**src/rtl/filter_iir_bank.sv**
```systemverilog
// Time-multiplexed bank of first-order IIR low-pass filters sharing one
// datapath; per-channel state and shift constant, sequenced clear.
module filter_iir_bank #(
    parameter int N        = 16,
    parameter int NI       = 20,
    parameter int CHANNELS = 4,
    parameter int IIRCONST = 6,
    parameter int CW       = $clog2(CHANNELS)
) (
    input  logic                clk,
    input  logic                rst_n,
    input  logic signed [N-1:0] in,
    input  logic [CW-1:0]       in_ch,
    input  logic                in_valid,
    output logic                in_ready,
    output logic signed [N-1:0] out,
    output logic [CW-1:0]       out_ch,
    output logic                out_valid,
    input  logic                cfg_write,
    input  logic [CW-1:0]       cfg_ch,
    input  logic [4:0]          cfg_k,
    input  logic                clear
);

    localparam int F = NI - N;

    typedef enum logic {
        IDLE,
        CLEAR
    } state_t;

    state_t              state_q, state_d;
    logic [CW-1:0]       cc_q, cc_d;
    logic                rdy_q;
    logic                clr_wr;
    logic                accept;

    logic                st_vld_q;
    logic signed [N-1:0] st_in_q;
    logic [CW-1:0]       st_ch_q;
    logic [4:0]          st_k_q;

    logic signed [NI-1:0] s_q [CHANNELS];
    logic [4:0]           k_q [CHANNELS];

    logic signed [N-1:0] out_q;
    logic [CW-1:0]       out_ch_q;
    logic                out_valid_q;

    logic signed [NI-1:0] s_cur;
    logic signed [NI-1:0] s_new;
    logic signed [NI:0]   s_ext;
    logic signed [NI:0]   x_w;
    logic signed [NI:0]   d_w;
    logic signed [NI:0]   a_w;

    assign accept = in_valid && in_ready;

    always_ff @(posedge clk or negedge rst_n) begin
        if (!rst_n) begin
            state_q <= IDLE;
            cc_q    <= '0;
            rdy_q   <= 1'b0;
        end else begin
            state_q <= state_d;
            cc_q    <= cc_d;
            rdy_q   <= 1'b1;
        end
    end

    always_comb begin
        state_d = state_q;
        cc_d    = cc_q;
        unique case (state_q)
            IDLE: begin
                if (clear) begin
                    state_d = CLEAR;
                    cc_d    = '0;
                end
            end
            CLEAR: begin
                cc_d = cc_q + CW'(1);
                if (cc_q == CW'(CHANNELS - 1)) begin
                    state_d = IDLE;
                    cc_d    = '0;
                end
            end
            default: state_d = IDLE;
        endcase
    end

    always_comb begin
        in_ready = 1'b0;
        clr_wr   = 1'b0;
        unique case (state_q)
            IDLE:    in_ready = rdy_q;
            CLEAR:   clr_wr = 1'b1;
            default: in_ready = 1'b0;
        endcase
    end

    // d is one bit wider than the state so x - s never wraps
    assign s_cur = s_q[st_ch_q];
    assign s_ext = {s_cur[NI-1], s_cur};
    assign x_w   = $signed({{(NI + 1 - N){st_in_q[N-1]}}, st_in_q}) <<< F;
    assign d_w   = x_w - s_ext;
    assign a_w   = d_w >>> st_k_q;
    assign s_new = NI'(s_ext + a_w);

    always_ff @(posedge clk or negedge rst_n) begin
        if (!rst_n) begin
            st_vld_q    <= 1'b0;
            st_in_q     <= '0;
            st_ch_q     <= '0;
            st_k_q      <= '0;
            out_q       <= '0;
            out_ch_q    <= '0;
            out_valid_q <= 1'b0;
        end else begin
            st_vld_q    <= accept;
            out_valid_q <= st_vld_q;
            if (accept) begin
                st_in_q <= in;
                st_ch_q <= in_ch;
                st_k_q  <= k_q[in_ch];
            end
            if (st_vld_q) begin
                out_q    <= N'(s_new >>> F);
                out_ch_q <= st_ch_q;
            end
        end
    end

    always_ff @(posedge clk or negedge rst_n) begin
        if (!rst_n) begin
            for (int c = 0; c < CHANNELS; c++) begin
                k_q[c] <= 5'(IIRCONST);
            end
        end else if (cfg_write) begin
            k_q[cfg_ch] <= cfg_k;
        end
    end

    // a clear write beats a filter write to the same channel
    always_ff @(posedge clk or negedge rst_n) begin
        if (!rst_n) begin
            for (int c = 0; c < CHANNELS; c++) begin
                s_q[c] <= '0;
            end
        end else begin
            for (int c = 0; c < CHANNELS; c++) begin
                if (clr_wr && cc_q == CW'(c)) begin
                    s_q[c] <= '0;
                end else if (st_vld_q && st_ch_q == CW'(c)) begin
                    s_q[c] <= s_new;
                end
            end
        end
    end

    assign out       = out_q;
    assign out_ch    = out_ch_q;
    assign out_valid = out_valid_q;

endmodule

```
**config.mk**
```make
export PLATFORM = sky130hd
export DESIGN_NAME = filter_iir_bank
export DESIGN_NICKNAME = d
export VERILOG_FILES = /design/src/rtl/filter_iir_bank.sv
export SDC_FILE = /design/constraint.sdc
export NUM_CORES = 1
export LEC_CHECK = 0
export CAP_MARGIN = 20
export CORE_MARGIN = 5
export CORE_UTILIZATION = 61
export DETAILED_ROUTE_END_ITERATION = 16
export PLACE_DENSITY = 0.89
export SYNTH_ARGS = -nofsm -noshare
export SYNTH_HDL_FRONTEND = slang
export SYNTH_SLANG_ARGS = --single-unit
```
**constraint.sdc**
```tcl
create_clock -name clk -period 8.5 [get_ports clk]
set_input_delay 1.275 -clock clk [delete_from_list [all_inputs] [get_ports clk]]
set_output_delay 1.275 -clock clk [all_outputs]
set_load 0.005 [all_outputs]
```
==> flow_summary.toml <==
[yosys]
syn-num-nets = 1001
synth_top_cell_by_area = "dfrtp_1"
yosysMostFrequentCell = "dfrtp_1"
postSynthAreaPerCell_um2 = 10.1
ys_types = 79
yosysTopAreaCellShare = 0.370
synth_ff_type = "dfrtp_1"
synth_area_um2 = 9390
synth-simple-area-share = 0.117
ys_ff_latch = 147
synth_compound_area_frac = 0.228
synthTopCellsByCount = "139 x dfrtp_1, 96 x nand2_1, 80 x a22o_1"
synth_top_family_by_area = "compound AO/OA/AOI/OAI gates"
synth-edff-count = 0
synth_seq_area_share = 0.393
syn_inst = 929
synth-xor-area-share = 0.0306
yosys-top-cells-area = "dfrtp_1 37%, a22o_1 7.5%, mux4_2 6.5%"
synth_mux_area_frac = 0.135
ys_warn_count = 0
async_flop_share = 1.00
synthAdderAreaFrac = 0.0567

[cts]
postCtsSetupBuffers = 0
ctsHtreeMaxLevel = 4
root_buffer = "clkbuf_16"
cts_tree = "yes"
clkSinkCount = 147
cts-resized-gates = 0
clkSlewWorstSetupHoldPaths_ns = 0.07
hold_buffers = 0
clock_latency_ns = 0.45
cts_max_path_buffers = 2
cts_buffers = 17

[route]
wl_um = 25200
postRouteAntennaNets = 0
vias = 7928
drt_iter0_drc = 861
viasPerCell = 6.85
wire_per_inst_um = 21.8
first_pass_iters = 7
drc_errors = 0

[global_routing]
grt_pass1_vias = 8005
grt_pass1_wl_um = 41300
gr-total-overflow = 0
grt_max_degree = 84
antenna_found_initial = 0
grt.total_usage = 0.288

[floorplanning]
ioPinCount = 50
die-area_um2 = 18000
die_y_um = 134
rows = 45
core-area_um2 = 15100
die_w_um = 134
start_util = 0.620

[placement]
gp_congestion = 0.962
io_buffers = 49
hpwlAfterDp_um = 17300

[sta]
period_share = 0.873
finalSetupViolCount = 0
rsz0062_at_grt = "no"
fmax_mhz = 135
slew_viol_final = 0
period_needed_ns = 7.42
fin_tns_setup_ns = 0
fin_worst_skew_ns = 0.0101
hold_viol = 0
relSlewSlack = 0.282
worstMarginPinSlew_ns = 1.07

[layout]
syn2layout_area_growth_pct = 13.0
layout-drive-gt1-share = 0.150
multiInputGateArea_um2 = 5350
fill_cells = 1079
ff_latch_area_um2 = 3690
fin_nets = 1028

[critical_path]
cp_top_family = "compound AO/OA/AOI/OAI gates"
crit_path_top_delay_cell = "dfrtp_1"
critPathLaunchType = "register"
cp.arrival_ns = 7.75
path_max_fanout = 18
critPathCaptureType = "register"
worstSetupPathType = "reg2reg"
slowest_delay_ns = 0.86
worstPathBufferInverterCount = 3
crit_required_ns = 8.83
crit_top_cell = "a21oi_1"

[worst_hold_path]
min_path_type = "reg2reg"

[job]
drv_cap = 0

[status]
status = "complete, no violations"
final cells by class:
type	instances	share of cell area
Clock inverter	13	0.0108
Timing Repair Buffer	63	0.0581
Inverter	41	0.0145
Sequential cell	147	0.348
Antenna cell	1	0.000236
Multi-Input combinational cell	686	0.504
Clock buffer	19	0.0427
Tap cell	188	0.0222
metrics by stage:
step	worst slack [ns]	area, um^2	utilization	hold WS [ns]	cells
floorplan	1.36	9390	-	0.399	929
global placement	1.59	10000	0.661	0.469	1124
detailed placement	1.37	10000	0.661	0.472	1124
CTS	1.22	10600	0.699	0.490	1156
global route	0.613	10600	0.700	0.504	1157
finish	1.08	10600	0.701	0.489	1158
placed cells by master, fill, tap and decap left out, types with 30 or more instances in the layout:
master,count
a21oi_1,45
a22o_1,80
clkdlybuf4s50_1,48
dfrtp_1,139
ha_1,41
inv_1,39
mux2_2,48
nand2_1,96
nor2_1,67
o21ai_0,30
worst min-delay path, delay by kind of cell (launching register included):
family	cells	cell delay, ns
DFF	1	0.35
and+or+nand+nor	2	0.11
final timing paths:
| check | start | to | slack [ns] | depth (start not counted) |
|---|---|---|---|---|
| setup / recovery | st_ch_q[1] | out[14] | 1.08 | 27 |
| hold / removal | st_in_q[2] | st_in_q[2] | 0.49 | 2 |
| setup reg to reg | st_ch_q[1] | out[14] | 1.08 | 27 |
| hold reg to reg | st_in_q[2] | st_in_q[2] | 0.49 | 2 |
| max in group asynchronous | rst_n | k_q[11] | 6.46 | 3 |
| min in group asynchronous | rst_n | s_q[25] | 0.83 | 1 |
routing by layer:
layer	vias to the layer above	global-route usage	routed length, um
met2	462	0.468	12100
li1	3526	-	-
met1	3879	0.381	10200
met4	0	0.105	574
met3	61	0.0686	2290
met5	-	0	0
cells by family after synthesis:
group | Yosys count
xor gates and xnor gates | 32
DFF | 147
adders and majority gates | 42
muxes | 87
other | 1
buffers and inverters | 96
and+or+nand+nor | 241
AOI/OAI and AO/OA | 283
registers in the layout (all words and copies together), names as in the netlist:
name and flops:
st_vld_q 1, cc_q 2, state_q 1, st_k_q 5, out_valid 1, s_q 80
rdy_q 1, out 16, st_ch_q 2, st_in_q 16, out_ch 2, k_q 20
Power is not shown: default switching activity piles up to over one toggle a cycle in this logic, so the estimate is an artifact.
